File: src/rtl/time_display_scan_if.sv
// Display-side bundle for time_display_scan: BCD time and enable in, multiplexed
// 7-segment drive out. No handshake; outputs are free-running scan signals.
interface time_display_scan_if;
  logic [23:0] time_data;
  logic        en;
  logic [6:0]  seg;
  logic        dp;
  logic [5:0]  dig;
  logic [2:0]  digit_idx;

  modport master (output time_data, en, input seg, dp, dig, digit_idx);
  modport slave  (input time_data, en, output seg, dp, dig, digit_idx);
endinterface

File: src/rtl/time_display_scan.sv
// Six-digit multiplexed 7-segment time display scanner; DISP_DP_BLINK_EN adds dp blinking.
// Outputs registered, 1-cycle latency after each scan tick; no backpressure (free-running).
module time_display_scan #(
  parameter int SCAN_DIV       = 50000,
  parameter int SEG_ACTIVE_LOW = 1
) (
  input  logic                 clk,
  input  logic                 rst,
  time_display_scan_if.slave   bus
);

  localparam int              CW      = (SCAN_DIV > 1) ? $clog2(SCAN_DIV) : 1;
  localparam logic [CW-1:0]   CNT_MAX = CW'(SCAN_DIV - 1);
  localparam logic            POL     = (SEG_ACTIVE_LOW != 0);
  localparam logic [6:0]      SEG_OFF = {7{POL}};
  localparam logic [5:0]      DIG_OFF = {6{POL}};
  localparam logic            DP_OFF  = POL;

  logic [CW-1:0] cnt_q, cnt_d;
  logic [2:0]    idx_q, idx_d;
  logic [23:0]   snap_q, snap_d;
  logic [6:0]    seg_q, seg_d;
  logic          dp_q, dp_d;
  logic [5:0]    dig_q, dig_d;
  logic          tick;
  logic          wrap;
  logic [3:0]    nib;
  logic [6:0]    seg_on;
  logic          dp_on;
  logic [5:0]    dig_on;

  function automatic logic [6:0] bcd_to_seg(input logic [3:0] v);
    case (v)
      4'd0:    bcd_to_seg = 7'h3F;
      4'd1:    bcd_to_seg = 7'h06;
      4'd2:    bcd_to_seg = 7'h5B;
      4'd3:    bcd_to_seg = 7'h4F;
      4'd4:    bcd_to_seg = 7'h66;
      4'd5:    bcd_to_seg = 7'h6D;
      4'd6:    bcd_to_seg = 7'h7D;
      4'd7:    bcd_to_seg = 7'h07;
      4'd8:    bcd_to_seg = 7'h7F;
      4'd9:    bcd_to_seg = 7'h6F;
      default: bcd_to_seg = 7'h00;
    endcase
  endfunction

`ifdef DISP_DP_BLINK_EN
  logic dp_phase_q, dp_phase_d;

  // Phase flips only when the captured seconds digit actually changes.
  always_comb begin
    dp_phase_d = dp_phase_q;
    if (wrap && (bus.time_data[3:0] != snap_q[3:0])) begin
      dp_phase_d = ~dp_phase_q;
    end
  end

  always_ff @(posedge clk or posedge rst) begin
    if (rst) begin
      dp_phase_q <= 1'b0;
    end else begin
      dp_phase_q <= dp_phase_d;
    end
  end
`endif

  always_comb begin
    tick   = (cnt_q == CNT_MAX);
    wrap   = tick && (idx_q == 3'd5);
    cnt_d  = tick ? '0 : cnt_q + 1'b1;
    idx_d  = idx_q;
    if (tick) begin
      idx_d = (idx_q == 3'd5) ? 3'd0 : idx_q + 3'd1;
    end
    snap_d = wrap ? bus.time_data : snap_q;

    // Decode from next-state values so the new digit appears together with its index.
    nib    = 4'(snap_d >> {idx_d, 2'b00});
    seg_on = bcd_to_seg(nib);
    if ((idx_d == 3'd5) && (nib == 4'd0)) begin
      seg_on = 7'h00;
    end
`ifdef DISP_DP_BLINK_EN
    dp_on  = ((idx_d == 3'd2) || (idx_d == 3'd4)) && dp_phase_d;
`else
    dp_on  = (idx_d == 3'd2) || (idx_d == 3'd4);
`endif
    dig_on = 6'b000001 << idx_d;

    seg_d = seg_q;
    dp_d  = dp_q;
    dig_d = dig_q;
    if (!bus.en) begin
      seg_d = SEG_OFF;
      dp_d  = DP_OFF;
      dig_d = DIG_OFF;
    end else if (tick) begin
      seg_d = seg_on ^ SEG_OFF;
      dp_d  = dp_on ^ DP_OFF;
      dig_d = dig_on ^ DIG_OFF;
    end
  end

  always_ff @(posedge clk or posedge rst) begin
    if (rst) begin
      cnt_q  <= '0;
      idx_q  <= 3'd0;
      snap_q <= 24'h0;
      seg_q  <= SEG_OFF;
      dp_q   <= DP_OFF;
      dig_q  <= DIG_OFF;
    end else begin
      cnt_q  <= cnt_d;
      idx_q  <= idx_d;
      snap_q <= snap_d;
      seg_q  <= seg_d;
      dp_q   <= dp_d;
      dig_q  <= dig_d;
    end
  end

  assign bus.seg       = seg_q;
  assign bus.dp        = dp_q;
  assign bus.dig       = dig_q;
  assign bus.digit_idx = idx_q;

endmodule

File: src/flat_wrapper.sv
// flat-port wrapper written by rule: the top's interface ports become plain ports
module time_display_scan_flat 
#(
  parameter int SCAN_DIV       = 50000,
  parameter int SEG_ACTIVE_LOW = 1
)
  (clk, rst, bus_time_data, bus_en, bus_seg, bus_dp, bus_dig, bus_digit_idx);
  time_display_scan_if bus_i ();
  input  logic clk;
  input  logic rst;
  input wire logic [$bits(bus_i.time_data)-1:0] bus_time_data;
  input wire logic [$bits(bus_i.en)-1:0] bus_en;
  output wire logic [$bits(bus_i.seg)-1:0] bus_seg;
  output wire logic [$bits(bus_i.dp)-1:0] bus_dp;
  output wire logic [$bits(bus_i.dig)-1:0] bus_dig;
  output wire logic [$bits(bus_i.digit_idx)-1:0] bus_digit_idx;
  assign bus_i.time_data = bus_time_data;
  assign bus_i.en = bus_en;
  assign bus_seg = bus_i.seg;
  assign bus_dp = bus_i.dp;
  assign bus_dig = bus_i.dig;
  assign bus_digit_idx = bus_i.digit_idx;
  time_display_scan #(.SCAN_DIV(SCAN_DIV), .SEG_ACTIVE_LOW(SEG_ACTIVE_LOW)) u_core (.clk(clk), .rst(rst), .bus(bus_i));
endmodule
File: config.mk
export PLATFORM = sky130hd
export DESIGN_NAME = time_display_scan_flat
export DESIGN_NICKNAME = d
export VERILOG_FILES = /design/src/rtl/time_display_scan_if.sv /design/src/rtl/time_display_scan.sv /design/src/flat_wrapper.sv
export SDC_FILE = /design/constraint.sdc
export NUM_CORES = 1
export LEC_CHECK = 0
export CAP_MARGIN = 20
export CELL_PAD_IN_SITES_DETAIL_PLACEMENT = 2
export CELL_PAD_IN_SITES_GLOBAL_PLACEMENT = 2
export CORE_MARGIN = 10
export CORE_UTILIZATION = 32
export DETAILED_ROUTE_END_ITERATION = 10
export PLACE_DENSITY_LB_ADDON = 0.1
export SYNTH_ARGS = -nofsm -noshare
export SYNTH_HDL_FRONTEND = slang
export SYNTH_SLANG_ARGS = --single-unit
File: constraint.sdc
create_clock -name clk -period 3.5 [get_ports clk]
set_clock_uncertainty 0.15 [all_clocks]
set_input_delay 0.35 -clock clk [delete_from_list [all_inputs] [get_ports clk]]
set_output_delay 0.35 -clock clk [all_outputs]
set_load 0.01 [all_outputs]
# ---- Word-level counts from Yosys, hierarchy flattened
# Memory sizes are Yosys's and may differ from the RTL's.
# Index checks and enable logic that the tools add are counted.
dict set report word_totals {
  memories 1
  mem_bits_ro 112
  regBits 57
  ram_bits 0
  wordCells 35
  inputBits 27
  latch_bits 0
}
# name words width read_ports rd_ports_with_merged_regs wr line
set memory_table {}
lappend memory_table {{(name not given)} 16 7 1 0 0 time_display_scan.sv:33} ;# case (v)
dict set report classes {
  n_addsub 2
  n_reduce_logical 4
  n_mux 11
  n_div 0
  multipliers 0
  n_lt_le_gt_ge 0
  n_bitwise 3
  eq_ne 6
  shift 2
}
# op count
set op_table {}
lappend op_table {{$mux 24} 1}
lappend op_table {{$shr 24x5->4} 1}
lappend op_table {{$mux 7} 3}
lappend op_table {{$add 16x1->16 const B} 1}
lappend op_table {{$eq 16x16->1 const B} 1}
lappend op_table {{$mux 16} 1}
lappend op_table {{$mux 6} 2}
lappend op_table {{$eq 3x3->1 const B} 3}
lappend op_table {{$not 7->7} 1}
lappend op_table {{$mux 3} 2}
lappend op_table {{$not 6->6} 1}
lappend op_table {{$shl 1x3->6 const A} 1}
lappend op_table {{$logic_not 4->1} 1}
lappend op_table {{$add 3x1->3 const B} 1}
lappend op_table {{$eq 3x2->1 const B} 1}
lappend op_table {{$logic_and 1x1->1} 2}
lappend op_table {{$mux 1} 2}
lappend op_table {{$ne 2x1->1 const B} 1}
lappend op_table {{$logic_or 1x1->1} 1}
lappend op_table {{$not 1->1} 1}

# ---- Depth between registers and ports, before layout
dict set report depth {
  word_depth 10
  mapped_depth 15
}

# ---- Least setup slack after synthesis
# Ideal clock, no wire load.
dict set report synth_path {
  path_type {register to register}
  from {register u_core.cnt_q[7]}
  to {register u_core.seg_q[0], in the netlist u_core.bus.seg[0]}
  slack_ps -11
  synth_period_minus_slack_ps 3511
  t_arrival_ps 3288
  setup_time_ps 73
  path_stages_with_launch 14
  required_time_ps 3277
  cell_sequence {dfrtp_1 > or4b_1 > or4_1 > buf_2 > clkbuf_1 > buf_2 > nand4_1 > o221ai_1 > a31oi_1 > ha_1 > nor3b_1 > a21oi_2 > o21a_1 > a21oi_1}
}
dict set report synth_between {
  elab_chain_cells 10
}
# element line
set synth_lines {}
lappend synth_lines {{start: declaration} time_display_scan.sv:19} ;# logic [CW-1:0] cnt_q, cnt_d;
lappend synth_lines {{start signal: assignment} time_display_scan.sv:114} ;# cnt_q <= cnt_d;
lappend synth_lines {{$eq 16x16->1 (*)} time_display_scan.sv:69} ;# tick = (cnt_q == CNT_MAX);
lappend synth_lines {{parallel branches: the longest is 9 deep, another holds $mem_v2 16x7} --}
lappend synth_lines {{end signal: assignment} time_display_scan.sv:117} ;# seg_q <= seg_d;
lappend synth_lines {{end: declaration} time_display_scan.sv:22} ;# logic [6:0] seg_q, seg_d;
# Mark *: on every way between the ends. The select of a mux whose other input is x is not followed.
# A chain may end at the register's enable or synchronous reset.

# ---- Final worst setup path
dict set report layout_path {
  from {register u_core.cnt_q[10]}
  to {register u_core.seg_q[4], in the netlist u_core.bus.seg[4]}
}
# Same word-level chain as after synthesis.

==> impl_metrics.yaml <==
timing:
  max_freq_mhz: 296
  worst_pin_slew_ns: 0.745
  hold_viol_final: 0
  rsz0062_at_grt: "yes"
  post-route-period-util: 0.967
  finalSetupViolations: 0
  relSlewSlack: 0.504
  tns_ns: 0
  slew_viol_final: 0
  finalCriticalPeriod_ns: 3.38
routing:
  ant_nets: 0
  routed_via_density: 5.23
  wl_per_cell_um: 18.6
  drc: 0
  dr.pass1.iters: 3
  num_vias: 2408
  dr.first_iter.drc_count: 54
  routed_wl_um: 8560
yosys:
  syn_nets: 311
  yosys-top-cells-area: "dfrtp_1, dfstp_2, mux2_2, nor2_1, mux4_2"
  avgSynthCellArea_um2: 10.7
  ys_ff_latch: 57
  yosysWarnings: 0
  synthFlopType: "dfrtp_1"
  synthesis.area_um2: 2980
  ys_seq_area_frac: 0.485
  synth_async_sr_flop_share: 1.00
  netlist.area_leader.share: 0.361
  synth_edf_count: 0
  syn_inst: 278
  yosysTopAreaCell: "dfrtp_1"
  synth_cell_types: 54
placed_design:
  hpwlAfterDp_um: 6230
  gp_congestion: 0.801
  portBuffers: 43
critical_path:
  crit_buf_inv: 2
  cpPeakStageDelay_ns: 0.54
  critPathMaxFanout: 16
  crit_arrival_ns: 3.48
  path_delay_family: "simple AND/OR/NAND/NOR gates"
  path_cells: "or4b_4, or4_4, buf_12, mux4_2, a32o_1, a211oi_2, buf_6, nor2_1, a31o_1, a32oi_1"
  cpMaxStageDelayCell: "or4_4"
  cp.required_ns: 3.60
  timing_worst_setup_path_type: "reg2reg"
  endpoint_kind: "register"
  start_kind: "register"
pwr:
  power.internal_uw: 943
  p_leak_nw: 1.72
  report.power.total_mw: 1.26
  clockPowerShare: 0.440
  irDropWorstVdd_uv: 207
  pwr-share-seq: 0.523
  switching_power_uw: 317
  p_per_area_nw_per_um2: 321
  p_sw_frac: 0.252
  p_comb_frac: 0.037
floorplanning:
  die_y_um: 116
  die_w_um: 116
  dieArea_um2: 13600
  start_util: 0.325
  rows: 35
  core-area_um2: 9150
  ios: 44
job:
  maxCapViolCount: 0
cts:
  cts.hold.buffers_added: 0
  clkTransAtPathRegs_ns: 0.07
  clkSinkCount: 57
  clockBufferDepth: 2
  clkLatencyLatePin_ns: 0.35
  root_buffer: "clkbuf_8"
  cts_made_buffers: 9
  cts_max_level: 3
  cts_tree: "done"
global_route:
  track_usage: 0.134
  grt_first_pass_wirelength_um: 14100
  antenna_found_initial: 0
  grt_start_max_net_pins: 58
  grt_pass1_vias: 2667
  grt.overflow.total: 0
final_layout:
  area_growth_pct: 31.9
  drive_gt1_frac: 0.304
  diodes: 0
  fin_nets: 377
run_status:
  status: "completed"
min_path:
  hold_class: "reg2reg"
[area by class of cell]
type,count,area [µm²]
fillers,978,5230
multi-input cells,197,1490
flip-flops and latches,57,1440
repair buffers,70,649
well taps,111,139
clock buffers,10,128
clock inverters,6,43.8
inverters,9,33.8
[final timing paths]
check / depth (start not counted) / end / slack, ns / startpoint
max reg2reg: 10 / u_core.bus.seg[4] / 0.12 / u_core.cnt_q[10]
min in group asynchronous: 3 / u_core.snap_q[5] / 0.36 / rst
max: 10 / u_core.bus.seg[4] / 0.12 / u_core.cnt_q[10]
min: 1 / u_core.cnt_q[13] / 0.35 / u_core.cnt_q[13]
min reg2reg: 1 / u_core.cnt_q[13] / 0.35 / u_core.cnt_q[13]
max in group asynchronous: 3 / u_core.cnt_q[2] / 2.32 / rst
[registers in the layout, summed over array words and instances, names as in the netlist]
register,cells
u_core.bus.dp,1
u_core.bus.digit_idx,3
u_core.snap_q,24
u_core.bus.seg,7
u_core.cnt_q,16
u_core.bus.dig,6
[routing by layer]
layer  vias up  part of all wire  GRT usage
met5         -                 0          0
met4         0             0.013     0.0475
met3        10             0.037     0.0365
met2        31              0.49      0.222
met1      1241              0.46      0.162
li1       1126                 -          -
[logic make-up after synthesis]
group	Yosys count	share of synthesized area
simple gates	97	0.162
flops	57	0.485
compound gates	43	0.100
mux	36	0.150
buf+inv	24	0.0340
xor+xnor	15	0.0441
fa+ha+maj	6	0.0252
[repair_timing]
item                       in CTS  in global routing
buffers inserted                0                  4
resized for setup               4                 11
setup endpoints to repair       7                  7
pin swaps                       0                  3
[placed cells by master (no fill, tap or decap), types with 4 or more instances in the layout]
cell / instances
and2_1: 4
mux4_2: 4
a21oi_1: 8
nand2_1: 24
and3_1: 4
nand4_1: 5
xnor2_1: 6
inv_1: 7
nand3_1: 15
mux2i_1: 4
nor2_1: 25
o21ai_0: 10
mux2_2: 26
dfstp_2: 14
dfrtp_1: 43
ha_1: 5
buf_4: 25
xor2_1: 9
clkinvlp_4: 4
clkdlybuf4s50_1: 43
clkbuf_8: 9
[per-stage QoR]
step | cell area, µm² | setup slack, ns | hold WS (ns) | instances | utilization
6_report | 3930 | 0.117 | 0.354 | 460 | 0.429
5_1_grt | 3930 | -0.0292 | 0.388 | 460 | 0.429
4_1_cts | 3860 | 0.0346 | 0.362 | 456 | 0.421
3_5_place_dp | 3670 | -0.108 | 0.347 | 440 | 0.401
3_3_place_gp | 3670 | 0.0209 | 0.326 | 440 | 0.401
2_1_floorplan | 2980 | 0.0658 | 0.301 | 278 | -
[Yosys cell counts (2+ instances only)]
library cell  count
a211o_1           2
a21oi_1           8
a21oi_2           2
a22oi_1           2
a31oi_1           2
a32oi_1           2
and2_1            4
and3_1            4
buf_2             3
clkbuf_1         11
dfrtp_1          43
dfstp_2          14
ha_1              6
inv_1             8
mux2_1            2
mux2_2           26
mux2i_1           4
mux4_2            4
nand2_1          24
nand3_1          15
nand4_1           5
nor2_1           26
nor2b_1           2
nor3_1            2
nor3b_1           3
o21ai_0          11
o22ai_1           2
or4b_1            2
xnor2_1           6
xor2_1            9
[power by group through the flow]
stage	sequential, mW	clock, mW	combinational, mW
2_1_floorplan	0.671	0	0.0120
3_3_place_gp	0.671	0	0.0475
3_5_place_dp	0.671	0	0.0484
4_1_cts	0.659	0.577	0.0486
5_1_grt	0.659	0.602	0.0521
6_report	0.659	0.555	0.0466
Power figures use the tool's default switching activity.
